$ cat config.mk
export PLATFORM = sky130hd
export DESIGN_NAME = tdm_demux_1_2_flat
export DESIGN_NICKNAME = d
export VERILOG_FILES = /design/src/rtl/tdm_demux_1_2_pkg.sv /design/src/rtl/tdm_demux_1_2_if.sv /design/src/rtl/tdm_demux_1_2_sipo_w.sv /design/src/rtl/tdm_demux_1_2.sv /design/src/flat_wrapper.sv
export SDC_FILE = /design/constraint.sdc
export NUM_CORES = 1
export LEC_CHECK = 0
export BUFFER_PORTS_ARGS = -buffer_cell sky130_fd_sc_hd__buf_4
export CAP_MARGIN = 20
export CORE_UTILIZATION = 45
export CTS_BUF_LIST = sky130_fd_sc_hd__clkbuf_8
export DETAILED_ROUTE_END_ITERATION = 6
export PLACE_DENSITY = 0.66
export SLEW_MARGIN = 20
export SYNTH_ARGS = -nofsm -noshare
export SYNTH_HDL_FRONTEND = slang
export SYNTH_SLANG_ARGS = --single-unit
$ cat constraint.sdc
create_clock -name clk -period 2.32 [get_ports clk]
set_clock_uncertainty 0.2 [all_clocks]
set_input_delay 0.116 -clock clk [delete_from_list [all_inputs] [get_ports clk]]
set_output_delay 0.116 -clock clk [all_outputs]
set_load 0.01 [all_outputs]
$ cat src/rtl/tdm_demux_1_2_pkg.sv
// Shared definitions for the two-channel TDM demultiplexer.
package tdm_demux_1_2_pkg;

   localparam int unsigned W_DEF = 8;

   typedef enum logic {
      HUNT  = 1'b0,
      SHIFT = 1'b1
   } state_t;

   // Width of the in-frame bit index for a given word width.
   function automatic int unsigned idx_bits(input int unsigned w);
      return (2 * w > 1) ? $clog2(2 * w) : 1;
   endfunction

endpackage

$ cat src/rtl/tdm_demux_1_2_if.sv
// Serial link input and per-channel word output bundle.
interface tdm_demux_1_2_if
   import tdm_demux_1_2_pkg::*;
#(
   parameter int unsigned W = W_DEF
) ();

   logic         din;
   logic         din_vld;
   logic         fs;
   logic [W-1:0] oa;
   logic [W-1:0] ob;
   logic         o_vld;
   logic         err;

   modport master (
      output din, din_vld, fs,
      input  oa, ob, o_vld, err
   );

   modport slave (
      input  din, din_vld, fs,
      output oa, ob, o_vld, err
   );

endinterface

$ cat src/rtl/tdm_demux_1_2_sipo_w.sv
// W-bit serial-in parallel-out shift register, MSB arrives first.
module sipo_w
   import tdm_demux_1_2_pkg::*;
#(
   parameter int unsigned W = W_DEF
) (
   input  logic         clk,
   input  logic         clr,
   input  logic         en,
   input  logic         d,
   output logic [W-1:0] q
);

   // Shift toward MSB so the first bit received ends up in q[W-1].
   always_ff @(posedge clk) begin
      if (clr) begin
         q <= '0;
      end else if (en) begin
         q <= {q[W-2:0], d};
      end
   end

endmodule

$ cat src/rtl/tdm_demux_1_2.sv
// Two-channel bit-interleaved TDM demultiplexer with frame-sync hunt.
module tdm_demux_1_2
   import tdm_demux_1_2_pkg::*;
#(
   parameter int unsigned W = W_DEF
) (
   input  logic            clk,
   input  logic            rst,
   tdm_demux_1_2_if.slave  bus
);

   localparam int unsigned   IW       = idx_bits(W);
   localparam logic [IW-1:0] IDX_LAST = IW'(2 * W - 1);

   state_t        state;
   logic [IW-1:0] idx;
   logic [W-1:0]  a_q;
   logic [W-1:0]  b_q;
   logic [W-1:0]  oa_q;
   logic [W-1:0]  ob_q;
   logic          o_vld_q;
   logic          err_q;
   logic          sh_a;
   logic          sh_b;

   // Steer accepted bits: fs always starts channel A, otherwise idx parity picks the channel.
   always_comb begin
      sh_a = 1'b0;
      sh_b = 1'b0;
      if (bus.din_vld) begin
         if (state == HUNT) begin
            sh_a = bus.fs;
         end else begin
            sh_a = bus.fs | ~idx[0];
            sh_b = ~bus.fs & idx[0];
         end
      end
   end

   sipo_w #(.W(W)) u_sipo_a (
      .clk (clk),
      .clr (rst),
      .en  (sh_a),
      .d   (bus.din),
      .q   (a_q)
   );

   sipo_w #(.W(W)) u_sipo_b (
      .clk (clk),
      .clr (rst),
      .en  (sh_b),
      .d   (bus.din),
      .q   (b_q)
   );

   // Frame control, bit index and output word registers.
   always_ff @(posedge clk) begin
      if (rst) begin
         state   <= HUNT;
         idx     <= '0;
         oa_q    <= '0;
         ob_q    <= '0;
         o_vld_q <= 1'b0;
         err_q   <= 1'b0;
      end else begin
         o_vld_q <= 1'b0;
         err_q   <= 1'b0;
         if (bus.din_vld) begin
            case (state)
               HUNT: begin
                  if (bus.fs) begin
                     state <= SHIFT;
                     idx   <= IW'(1);
                  end
               end
               SHIFT: begin
                  if (bus.fs) begin
                     // Unexpected sync: drop the partial frame, this bit is the new idx 0.
                     err_q <= 1'b1;
                     idx   <= IW'(1);
                  end else if (idx == IDX_LAST) begin
                     // Last bit belongs to channel B; merge it straight into the output word.
                     oa_q    <= a_q;
                     ob_q    <= {b_q[W-2:0], bus.din};
                     o_vld_q <= 1'b1;
                     state   <= HUNT;
                     idx     <= '0;
                  end else begin
                     idx <= idx + IW'(1);
                  end
               end
               default: begin
                  state <= HUNT;
                  idx   <= '0;
               end
            endcase
         end
      end
   end

   assign bus.oa    = oa_q;
   assign bus.ob    = ob_q;
   assign bus.o_vld = o_vld_q;
   assign bus.err   = err_q;

endmodule

$ cat src/flat_wrapper.sv
// flat-port wrapper written by rule: the top's interface ports become plain ports
module tdm_demux_1_2_flat import tdm_demux_1_2_pkg::*;
#(
   parameter int unsigned W = W_DEF
)
  (clk, rst, bus_din, bus_din_vld, bus_fs, bus_oa, bus_ob, bus_o_vld, bus_err);
  tdm_demux_1_2_if #(.W(W)) bus_i ();
  input  logic clk;
  input  logic rst;
  input wire logic [$bits(bus_i.din)-1:0] bus_din;
  input wire logic [$bits(bus_i.din_vld)-1:0] bus_din_vld;
  input wire logic [$bits(bus_i.fs)-1:0] bus_fs;
  output wire logic [$bits(bus_i.oa)-1:0] bus_oa;
  output wire logic [$bits(bus_i.ob)-1:0] bus_ob;
  output wire logic [$bits(bus_i.o_vld)-1:0] bus_o_vld;
  output wire logic [$bits(bus_i.err)-1:0] bus_err;
  assign bus_i.din = bus_din;
  assign bus_i.din_vld = bus_din_vld;
  assign bus_i.fs = bus_fs;
  assign bus_oa = bus_i.oa;
  assign bus_ob = bus_i.ob;
  assign bus_o_vld = bus_i.o_vld;
  assign bus_err = bus_i.err;
  tdm_demux_1_2 #(.W(W)) u_core (.clk(clk), .rst(rst), .bus(bus_i));
endmodule
After elaboration in Yosys (flattened, before gate mapping)
Index checks and enable logic that the tools add are counted.
Widths: inputs -> output; s select.

word-level totals
  flip-flop bits (word level) = 38

cells by class
  equality and inequality tests = 2
  mux-type cells = 13
  $add $sub $neg = 1
  bitwise gates (word level) = 6
  reduce and logical (&&, ||, !) cells = 4

operator list
  kind                 count
  $mux 4               3
  $mux 1               8
  $pmux 4 s2           1
  $add 4x1->4 const B  1
  $eq 4x4->1 const B   1
  $not 1->1            4
  $reduce_and 4->1     1
  $reduce_or 4->1      1
  $reduce_or 3->1      1
  $ne 2x2->1 const B   1
  $pmux 1 s2           1
  $reduce_and 2->1     1
  $and 1x1->1          1
  $or 1x1->1           1

Longest topological paths before layout
  depth after elaboration = 4
  depth in mapped cells = 7
  mapped depth without buffers = 5

Cells and area by module
A second synthesis with hierarchy kept.

unflattened totals
  cell total of the unflattened synthesis = 165
  area, all modules = 1514.0 sq um

by module, submodules not included
  module         area an instance (sq um)  times used  cells each  sequential area each (sq um)
  tdm_demux_1_2  943.4                     1           113         460.4
  sipo_w         285.3                     2           26          160.2

Worst setup path after synthesis
Ideal clock, no wire load.

  path type = flip-flop to flip-flop
  from = register u_core.idx[0]
  to = register u_core.ob_q[1] (netlist: u_core.bus.ob[1])
  buffers on the path = 2
  setup time = 0.135 ns
  arrival = 1.278 ns
  required time = 1.985 ns
  setup slack = 0.708 ns
  cell stages (with the launch flop) = 8
  period minus slack after synthesis = 1.612 ns
  path through = dfxtp_1 -> ha_1 -> and3_1 -> and2_1 -> buf_4 -> buf_6 -> nand2_1 -> a21oi_2

between the ends
  cells in the longest elaborated chain, start to end = 2

ends and longest elaborated chain
  element                     RTL line             source
  start, declared             tdm_demux_1_2.sv:16  logic [IW-1:0] idx;
  start signal, assigned      tdm_demux_1_2.sv:89  idx <= idx + IW'(1);
  $eq 4x4->1                  tdm_demux_1_2.sv:81  end else if (idx == IDX_LAST) begin
  $reduce_and 4->1 (no line)  n/a
  end signal, assigned        tdm_demux_1_2.sv:84  ob_q <= {b_q[W-2:0], bus.din};
  end, declared               tdm_demux_1_2.sv:20  logic [W-1:0] ob_q;

Every way passes these cells.
A chain may end at the register's enable or synchronous reset.

Final worst setup path
  from = register u_core.idx[0]
  to = register u_core.state

between the ends
  cells in the longest elaborated chain, start to end = 4

ends and longest elaborated chain
  element               RTL line             source
  $eq 4x4->1            tdm_demux_1_2.sv:81
  $mux 1                tdm_demux_1_2.sv:81
  $mux 1                tdm_demux_1_2.sv:77  if (bus.fs) begin
  $pmux 1 s2            tdm_demux_1_2.sv:69  case (state)
  end signal, assigned  tdm_demux_1_2.sv:72  state <= SHIFT;
  end signal, assigned  tdm_demux_1_2.sv:86  state <= HUNT;
  end signal, assigned  tdm_demux_1_2.sv:93  state <= HUNT;
  end, declared         tdm_demux_1_2.sv:15  state_t state;

Every way passes these cells.

==> qor.yml <==
clocking:
  cts_tree: "built"
  cts_made_buffers: 5
  htree_levels: 2
  cts.sinks: 38
  clkTransAtPathRegs_ns: 0.07
  cts_root_buf: "clkbuf_8"
  clock_latency_ns: 0.28
  cts_max_path_buffers: 2
die:
  start_util_pct: 49.2
  core-area_um2: 2880
  dieHeight_um: 58.1
  die_w_um: 58.1
  rows: 19
  dieArea_um2: 3380
  io-pin-count: 23
routing:
  drc: 0
  viasPerCell: 4.90
  drtIter0Drc: 28
  routed_wirelength_mm: 2.53
  routedWlPerCell_um: 11.1
  drtPass1Iterations: 4
  num_vias: 1122
  ant_nets: 0
logic_synthesis:
  synth-compound-area-share_pct: 13.3
  synthCells: 162
  synth-xor-area-share_pct: 0
  netlist_area_um2: 1420
  yosys.area_share.simple_pct: 22.3
  synthMuxAreaShare_pct: 5.65
  ys_seq_area_share_pct: 53.7
  synthesis.nets: 168
  synth.avg_cell_area_um2: 8.74
  ys_types: 27
  ys_seq_elements: 38
  synth_top_family_by_area: "simple AND/OR/NAND/NOR gates"
  yosysWarnings: 0
  synth_fa_ha_area_share_pct: 0.883
pwr:
  ir_worst_vdd_uv: 359
  powerDensity_nw_per_um2: 716
  leakagePower_nw: 0.695
global_routing:
  grt_pass1_wl_mm: 4.28
  grt_pass1_vias: 1002
  antenna_found_initial: 0
  grtUsageTotal_pct: 16.5
  grt_overflow: 0
  grt_max_degree: 39
critical_path:
  path_class: "reg2reg"
  cp_data_arrival_time_ns: 1.91
  cp.required_ns: 2.27
  cp-start-kind: "register"
  cp_max_fo: 6
  cp-end-kind: "register"
placed_design:
  dpl.hpwl_mm: 1.71
  postPlaceCellArea_um2: 1580
  dp_slack_ns: 0.472
  io_buffers: 22
  dpl.cell_count: 217
  gp_congestion: 0.840
sta:
  fin_crit_sh_pct: 84.3
  period_needed_ns: 1.96
  slew_headroom_pct: 63.4
  worst_pin_slew_ns: 0.548
  timing.final.ws_setup_ns: 0.365
  timing_hold_violations_final: 0
  whs_ns: 0.0365
  finalSetupTns_ns: 0
  rsz0062_at_grt: "false"
  max_freq_ghz: 0.511
  setup_viol: 0
  drv_slew: 0
final_layout:
  final_nets: 192
  instances_no_fill: 229
  area_growth_pct: 21.8
  antenna_cells: 0
  drive_gt1_share_pct: 20.3
  fin_area_um2: 1730
  final_common_cell: "nand2_1"
  layout_common_cells: "nand2_1, dfxtp_1, a21oi_1, buf_4, nor2_1"
status:
  status: "completed"
flow_run:
  cap_violations: 0
min_path:
  hold_path_class: "in2reg"
-- report_power, final --
part           leakage (nW)  switching, W  internal, W
Sequential            0.307    0.00000463     0.000657
Clock                0.0607      0.000214     0.000313
Combinational         0.328     0.0000260    0.0000218
Total                 0.695      0.000244     0.000991
-- synth_stat cells, drive strengths merged --
cell type | number | share of area [%]
a21oi | 26 | 10
a22oi | 2 | 1.1
and2 | 2 | 0.97
and2b | 2 | 1.2
and3 | 2 | 0.97
and3b | 1 | 0.62
and4b | 1 | 0.71
buf | 6 | 3.1
clkbuf | 3 | 0.79
dfxtp | 38 | 54
ha | 1 | 0.88
inv | 1 | 0.26
mux2i | 8 | 5.7
nand2 | 52 | 14
nand3b | 1 | 0.53
nor2 | 11 | 2.9
nor3 | 1 | 0.35
o21ai | 3 | 1.3
o32a | 1 | 0.71
-- final timing paths --
path | from | endpoint | slack (ns) | depth (start not counted)
max | u_core.idx[0] | u_core.state | 0.36 | 6
min | rst | u_core.u_sipo_a.q[5] | 0.04 | 2
max reg2reg | u_core.idx[0] | u_core.state | 0.36 | 6
min reg2reg | u_core.bus.oa[3] | u_core.bus.oa[3] | 0.26 | 2
-- repair_timing --
| item | CTS | global route |
|---|---|---|
| endpoints found under the hold margin | 5 | 0 |
| gates resized for setup | 0 | 0 |
| buffers inserted | 0 | 0 |
| hold buffers | 4 | 0 |
-- critical path: stages (launching register included) --
cell and delay [ns]:
dfxtp_1 0.39, ha_1 0.21, and3_1 0.24, nand2_1 0.07
a22oi_1 0.12, dlygate4sd3_1 0.57, nor2_1 0.04
-- layout make-up --
cell class	count	area, um2
fillers	263	1150
inverters	1	3.75
clock inverters	3	37.5
repair buffers	26	205
multi-input cells	114	597
clock buffers	5	68.8
flip-flops and latches	38	761
well taps	42	52.6
-- kinds of logic (layout without fill, tap and decap cells) --
group | Yosys count | count (layout)
compound gates | 32 | 32
fa+ha+maj | 1 | 1
flops | 38 | 38
buf+inv | 10 | 35
simple gates | 73 | 73
mux | 8 | 8
-- metrics by stage --
stage	total power, W	util, %
after floorplan	0.000705	-
after global placement	0.000717	54.9
after global routing	0.00127	60.0
after CTS	0.00125	60.0
final	0.00124	60.0
after detailed placement	0.000718	54.9
-- state kept, by name (all words and copies together), names as in the netlist --
signal and cells:
u_core.u_sipo_a.q 8, u_core.idx 4, u_core.bus.oa 8, u_core.bus.err 1
u_core.bus.o_vld 1, u_core.state 1, u_core.u_sipo_b.q 7, u_core.bus.ob 8
-- routing by layer --
layer,track usage [%],share of wire [%],vias up,routed length [um]
met5,0,0,-,0
met4,4.08,0.32,0,8
met3,5.36,3.0,2,75
met2,27.8,49,21,1250
met1,20.4,47,522,1200
li1,-,-,577,-
Power figures use the tool's default switching activity.
